File: src/rtl/rtype_pkg.sv
// Shared encodings for the R-type execute pipeline: major opcodes, funct3/funct7
// values and the ALU operation enum used by decode and by rtype_alu.
package rtype_pkg;

  localparam logic [6:0] OPC_OP     = 7'b0110011;
  localparam logic [6:0] OPC_OP32   = 7'b0111011;

  localparam logic [2:0] F3_ADD_SUB = 3'b000;
  localparam logic [2:0] F3_SLL     = 3'b001;
  localparam logic [2:0] F3_SLT     = 3'b010;
  localparam logic [2:0] F3_SLTU    = 3'b011;
  localparam logic [2:0] F3_XOR     = 3'b100;
  localparam logic [2:0] F3_SRL_SRA = 3'b101;
  localparam logic [2:0] F3_OR      = 3'b110;
  localparam logic [2:0] F3_AND     = 3'b111;

  localparam logic [6:0] F7_BASE    = 7'b0000000;
  localparam logic [6:0] F7_ALT     = 7'b0100000;

  typedef enum logic [3:0] {
    ALU_ADD, ALU_SUB, ALU_SLL, ALU_SLT, ALU_SLTU,
    ALU_XOR, ALU_SRL, ALU_SRA, ALU_OR, ALU_AND,
    ALU_ADDW, ALU_SUBW, ALU_SLLW, ALU_SRLW, ALU_SRAW
  } alu_op_e;

endpackage

File: src/rtl/rtype_alu.sv
// Combinational R-type ALU. RV64 word operations (32-bit compute, sign-extended
// result) are compiled in only when RTYPE_WORD_OPS_EN is defined.
module rtype_alu
  import rtype_pkg::*;
#(
  parameter int XLEN = 32
) (
  input  alu_op_e         op,
  input  logic [XLEN-1:0] a,
  input  logic [XLEN-1:0] b,
  output logic [XLEN-1:0] y
);

  // RV64 shifts use six shift-amount bits, RV32 five
  localparam int SHW = (XLEN == 64) ? 6 : 5;

  logic [SHW-1:0] shamt;
  assign shamt = b[SHW-1:0];

`ifdef RTYPE_WORD_OPS_EN
  logic [31:0] wy;

  // 32-bit word-op result, sign-extended into y below
  always_comb begin
    wy = '0;
    case (op)
      ALU_ADDW: wy = a[31:0] + b[31:0];
      ALU_SUBW: wy = a[31:0] - b[31:0];
      ALU_SLLW: wy = a[31:0] << b[4:0];
      ALU_SRLW: wy = a[31:0] >> b[4:0];
      ALU_SRAW: wy = $signed(a[31:0]) >>> b[4:0];
      default:  wy = '0;
    endcase
  end
`endif

  // Main operation select
  always_comb begin
    y = '0;
    case (op)
      ALU_ADD:  y = a + b;
      ALU_SUB:  y = a - b;
      ALU_SLL:  y = a << shamt;
      ALU_SLT:  y = XLEN'($signed(a) < $signed(b));
      ALU_SLTU: y = XLEN'(a < b);
      ALU_XOR:  y = a ^ b;
      ALU_SRL:  y = a >> shamt;
      ALU_SRA:  y = $signed(a) >>> shamt;
      ALU_OR:   y = a | b;
      ALU_AND:  y = a & b;
`ifdef RTYPE_WORD_OPS_EN
      ALU_ADDW, ALU_SUBW, ALU_SLLW, ALU_SRLW, ALU_SRAW: y = XLEN'($signed(wy));
`endif
      default:  y = '0;
    endcase
  end

endmodule

File: src/rtl/rtype_exec_pipe.sv
// Three-stage R-type execute pipeline: D (decode register), E (register read,
// W-stage bypass, ALU; combinational on D), W (result register, drives res_*).
// Optional macro RTYPE_WORD_OPS_EN enables opcode 0111011 word ops when XLEN=64;
// otherwise that opcode retires as illegal.
module rtype_exec_pipe
  import rtype_pkg::*;
#(
  parameter int XLEN  = 32,
  parameter int NREGS = 32
) (
  input  logic            clk,
  input  logic            rst,
  input  logic            instr_valid,
  output logic            instr_ready,
  input  logic [31:0]     instr,
  output logic            res_valid,
  input  logic            res_ready,
  output logic [4:0]      res_rd,
  output logic [XLEN-1:0] res_data,
  output logic            res_illegal
);

  localparam int AW = $clog2(NREGS);

  logic                        d_valid_q, d_valid_d;
  logic [31:0]                 d_instr_q, d_instr_d;
  logic                        w_valid_q, w_valid_d;
  logic                        w_ill_q, w_ill_d;
  logic [4:0]                  w_rd_q, w_rd_d;
  logic [XLEN-1:0]             w_data_q, w_data_d;
  logic [NREGS-1:0][XLEN-1:0]  rf_q, rf_d;

  logic [6:0]      opc, f7;
  logic [2:0]      f3;
  logic [4:0]      rs1, rs2, rd;
  alu_op_e         e_op;
  logic            e_legal;
  logic [XLEN-1:0] e_a, e_b, e_y;
  logic            stall, rf_we;

  // A result waiting on the consumer freezes every stage
  assign stall       = w_valid_q && !res_ready;
  assign instr_ready = !d_valid_q || !stall;
  assign rf_we       = w_valid_q && res_ready && !w_ill_q && (w_rd_q != 5'd0);

  assign {f7, rs2, rs1, f3, rd, opc} = d_instr_q;

  assign res_valid   = w_valid_q;
  assign res_rd      = w_rd_q;
  assign res_data    = w_data_q;
  assign res_illegal = w_ill_q;

  // Decode the D-stage word into an ALU op and a legality flag
  always_comb begin
    e_op    = ALU_ADD;
    e_legal = 1'b0;
    if (opc == OPC_OP) begin
      if (f7 == F7_BASE) begin
        e_legal = 1'b1;
        case (f3)
          F3_ADD_SUB: e_op = ALU_ADD;
          F3_SLL:     e_op = ALU_SLL;
          F3_SLT:     e_op = ALU_SLT;
          F3_SLTU:    e_op = ALU_SLTU;
          F3_XOR:     e_op = ALU_XOR;
          F3_SRL_SRA: e_op = ALU_SRL;
          F3_OR:      e_op = ALU_OR;
          default:    e_op = ALU_AND;
        endcase
      end else if (f7 == F7_ALT && (f3 == F3_ADD_SUB || f3 == F3_SRL_SRA)) begin
        e_legal = 1'b1;
        e_op    = (f3 == F3_ADD_SUB) ? ALU_SUB : ALU_SRA;
      end
    end
    if (opc == OPC_OP32) begin
`ifdef RTYPE_WORD_OPS_EN
      if (XLEN == 64) begin
        if (f7 == F7_BASE && f3 == F3_ADD_SUB) begin e_legal = 1'b1; e_op = ALU_ADDW; end
        if (f7 == F7_BASE && f3 == F3_SLL)     begin e_legal = 1'b1; e_op = ALU_SLLW; end
        if (f7 == F7_BASE && f3 == F3_SRL_SRA) begin e_legal = 1'b1; e_op = ALU_SRLW; end
        if (f7 == F7_ALT  && f3 == F3_ADD_SUB) begin e_legal = 1'b1; e_op = ALU_SUBW; end
        if (f7 == F7_ALT  && f3 == F3_SRL_SRA) begin e_legal = 1'b1; e_op = ALU_SRAW; end
      end
`endif
    end
    // Destinations beyond the implemented register file are rejected
    if ((rd >> AW) != 5'd0) e_legal = 1'b0;
  end

  // Operand fetch: x0 and unimplemented indices read zero, W result overrides the file
  always_comb begin
    e_a = '0;
    e_b = '0;
    if (rs1 != 5'd0 && (rs1 >> AW) == 5'd0) e_a = rf_q[rs1[AW-1:0]];
    if (rs2 != 5'd0 && (rs2 >> AW) == 5'd0) e_b = rf_q[rs2[AW-1:0]];
    if (w_valid_q && !w_ill_q && w_rd_q != 5'd0 && w_rd_q == rs1) e_a = w_data_q;
    if (w_valid_q && !w_ill_q && w_rd_q != 5'd0 && w_rd_q == rs2) e_b = w_data_q;
  end

  rtype_alu #(.XLEN(XLEN)) u_alu (
    .op (e_op),
    .a  (e_a),
    .b  (e_b),
    .y  (e_y)
  );

  // Next-state for D, W and the register file
  always_comb begin
    d_valid_d = d_valid_q;
    d_instr_d = d_instr_q;
    w_valid_d = w_valid_q;
    w_ill_d   = w_ill_q;
    w_rd_d    = w_rd_q;
    w_data_d  = w_data_q;
    rf_d      = rf_q;
    if (instr_ready) begin
      d_valid_d = instr_valid;
      if (instr_valid) d_instr_d = instr;
    end
    if (!stall) begin
      w_valid_d = d_valid_q;
      if (d_valid_q) begin
        w_rd_d   = rd;
        w_ill_d  = !e_legal;
        w_data_d = e_legal ? e_y : '0;
      end
    end
    if (rf_we) rf_d[w_rd_q[AW-1:0]] = w_data_q;
  end

  // Pipeline and register-file state; reset discards everything in flight
  always_ff @(posedge clk or negedge rst) begin
    if (!rst) begin
      d_valid_q <= 1'b0;
      d_instr_q <= '0;
      w_valid_q <= 1'b0;
      w_ill_q   <= 1'b0;
      w_rd_q    <= '0;
      w_data_q  <= '0;
      rf_q      <= '0;
    end else begin
      d_valid_q <= d_valid_d;
      d_instr_q <= d_instr_d;
      w_valid_q <= w_valid_d;
      w_ill_q   <= w_ill_d;
      w_rd_q    <= w_rd_d;
      w_data_q  <= w_data_d;
      rf_q      <= rf_d;
    end
  end

endmodule

File: config.mk
export PLATFORM = sky130hd
export DESIGN_NAME = rtype_exec_pipe
export DESIGN_NICKNAME = d
export VERILOG_FILES = /design/src/rtl/rtype_pkg.sv /design/src/rtl/rtype_alu.sv /design/src/rtl/rtype_exec_pipe.sv
export SDC_FILE = /design/constraint.sdc
export NUM_CORES = 2
export LEC_CHECK = 0
export CAP_MARGIN = 5
export CELL_PAD_IN_SITES_DETAIL_PLACEMENT = 1
export CELL_PAD_IN_SITES_GLOBAL_PLACEMENT = 2
export CORE_ASPECT_RATIO = 2
export CORE_UTILIZATION = 45
export DETAILED_ROUTE_END_ITERATION = 6
export DONT_BUFFER_PORTS = 1
export GPL_TIMING_DRIVEN = 0
export PLACE_DENSITY = 0.83
export SYNTH_ARGS = -nofsm -noshare
export SYNTH_HDL_FRONTEND = slang
export SYNTH_HIERARCHICAL = 1
export SYNTH_SLANG_ARGS = --single-unit
File: constraint.sdc
create_clock -name clk -period 15.5 [get_ports clk]
set_input_delay 3.1 -clock clk [delete_from_list [all_inputs] [get_ports clk]]
set_output_delay 3.1 -clock clk [all_outputs]
set_load 0.005 [all_outputs]
==> results.yml <==
routing:
  first_pass_iters: 7
  remaining_drc_errors: 0
  drtIter0Drc: 5667
  vias_per_cell: 7.25
  routed_wl_mm: 351
  antenna_left: 0
  wl_per_cell_um: 46.9
  via_count: 54200
critical_path:
  endpoint_kind: "register"
  cp_max_fo: 11
  criticalPathCategory: "register to register"
  crit_required_ns: 16.15
  cp.arrival_ns: 12.21
  start_kind: "register"
yosys:
  synth_edf_count: 0
  netlist.area_leader.share: 0.413
  syn-instance-count: 5347
  yosys.area.top_type: "dfrtp_1"
  yosysUniqueCellTypes: 89
  ys_ff_latch: 1096
  synth_area_sq_um: 66300
  yosysWarnings: 6
  synthTopCellsByArea: "dfrtp_1, mux2_2, mux4_2"
  synth_seq_area_share: 0.413
  synth.avg_cell_area_sq_um: 12.4
  syn_nets: 5484
  synthArstFlopShare: 1.00
  synth_ff_type: "dfrtp_1"
clock_network:
  numClockSinks: 1096
  cts_resized: 0
  cts_root_buf: "clkbuf_16"
  cts-buffers-inserted: 99
  cts.clk_slew.worst_paths_ns: 0.07
  clock_latency_ns: 0.77
  ctsHoldBuffers: 0
  post_cts.repair.setup_buffers: 0
  cts_htree_levels: 3
  cts_tree: "built"
  clk_path_buf_depth: 3
global_routing:
  first_global_vias: 57800
  track_usage: 0.483
  gr-total-overflow: 0
  grt_pass1_wl_mm: 488
  grt_max_degree: 1097
  antenna_found_initial: 31
sta:
  finalCriticalPeriod_ns: 11.56
  fin_ws_ns: 3.94
  slew_headroom: -0.0615
  hold_viol: 0
  fin_tns_setup_ns: 0
  skew_ns: 0.0379
  hold_ws_ns: 0.487
  rsz0062_at_grt: "no"
  max_slew.worst_pin.slew_ns: 1.58
  finalSetupViolations: 0
  fmax_mhz: 86.5
  slew_viol_final: 77
  period_share: 0.746
hold_path:
  hp-class: "register to register"
power_and_ir_drop:
  seqPwrFrac: 0.315
  p_int_uw: 5270
  combPwrFrac: 0.390
  fin_total_pwr_uw: 9170
  p_switching_uw: 3900
  powerDensity_nw_per_um2: 126
  leakagePower_uw: 0.0334
  power_frac_clock: 0.295
  max-vdd-ir-drop_v: 0.000111
  switching_share: 0.425
floorplan:
  die_area_sq_um: 149000
  core_region_area_sq_um: 146000
  fp.dieW_um: 273
  rows: 198
  io_pins: 76
  die_h_um: 545
  initial_core_util: 0.455
placed_design:
  gp_congestion: 1.06
  io_buffers: 0
  pre_cts_slack_ns: 4.98
  hpwl_mm: 264
final_layout:
  regArea_sq_um: 27400
  mostFrequentLayoutCells: "mux2_2, dfrtp_1, mux4_2"
  finalNetCount: 5615
  postLayoutCoreUtil: 0.498
  final_common_cell: "mux2_2"
  multiInputGateArea_sq_um: 36200
  syn_to_final_growth_pct: 9.52
  nFillCells: 15000
  layout-drive-gt1-share: 0.355
status:
  status: "complete, but fails checks"
  violations: "capacitance limit, slew limit"
run:
  drv_cap: 14
## cell usage after synthesis, types with 36 or more instances
master,instances
buf_2,176
nand3_1,75
a21oi_1,211
ha_1,99
o21ai_0,93
buf_1,74
a22oi_1,81
o22ai_1,96
o211ai_1,54
a211oi_1,75
nor2_1,213
mux4_2,393
mux2_2,1126
nor2b_1,64
nor3_1,36
nor4_1,56
dfrtp_1,1096
nand2_1,168
a22o_1,79
clkbuf_1,282
a221oi_1,38
mux2i_1,322
inv_1,86
## sequential cells by signal, indices dropped and copies added (netlist names)
signal	cells
d_valid_q	1
rf_q	1024
res_valid	1
res_data	32
d_instr_q	32
res_rd	5
res_illegal	1
## path summary, 6_finish.rpt
path | start | endpoint | slack [ns] | depth (start not counted)
worst min-delay path | rf_q[20] | rf_q[20] | 0.49 | 1
worst min register to register | rf_q[20] | rf_q[20] | 0.49 | 1
min in group asynchronous | rst | rf_q[821] | 2.04 | 0
worst max register to register | d_instr_q[20] | res_data[28] | 3.94 | 26
max in group asynchronous | rst | d_valid_q | 9.26 | 4
worst max-delay path | d_instr_q[20] | res_data[28] | 3.94 | 26
## through the flow
step	instance area, sq um	std cells
4_1_cts	72200	7440
3_5_place_dp	68800	7257
3_3_place_gp	68700	7247
5_1_grt	72600	7465
6_report	72600	7478
2_1_floorplan	66300	5347
## cell families after synthesis
group           after synthesis  synth area share
mux                        1842             0.373
flops                      1096             0.413
compound gates              902            0.0944
simple gates                719            0.0527
buf+inv                     652            0.0422
fa+ha+maj                   101            0.0193
xor+xnor                     35           0.00462
## layout make-up
type | instances | share of cell area
inverter | 92 | 0.00475
clock buffer | 136 | 0.0388
clock inverter | 47 | 0.00794
timing repair buffer | 30 | 0.00589
antenna | 18 | 0.000620
tap | 1900 | 0.0327
sequential | 1096 | 0.378
multi-input combinational | 3599 | 0.498
buffer | 560 | 0.0340
## metal layers
metal  vias to the layer above  wire, um  GRT usage  share of wire
met1                     28200    104000      0.456           0.30
li1                      20600         -          -              -
met5                         -       147    0.00329        0.00042
met4                        14     50900      0.560           0.15
met3                      1918     30300      0.169          0.086
met2                      3502    165000      0.760           0.47
## power by group through the flow
stage                     combinational [uW]  sequential (uW)  clock (uW)
final                                   3580             2890        2700
after global routing                    3590             2890        2800
after CTS                               3220             2890        2690
after detailed placement                3210             2950           0
after global placement                  3180             2940           0
after floorplan                         1730             2940           0
## worst max-delay path, stage by stage, from the launching register on
cell	delay, ns
dfrtp_1	0.37
buf_2	0.17
buf_6	0.19
buf_4	0.27
buf_4	0.32
nor2_2	1.20
buf_2	0.53
a22oi_1	0.16
nand3_1	0.12
nand3_1	0.20
a22o_1	0.36
clkbuf_1	0.39
inv_2	0.35
buf_1	0.78
clkbuf_1	0.97
ha_1	0.23
buf_2	0.20
nand2b_1	0.11
a21oi_1	0.42
o211ai_1	0.75
a211oi_1	1.19
o21ai_0	0.24
a211oi_1	0.59
a2111oi_0	0.14
o21ai_0	0.15
o311ai_0	0.51
a22o_1	0.39
No activity file was read; power rests on OpenSTA's default activity.
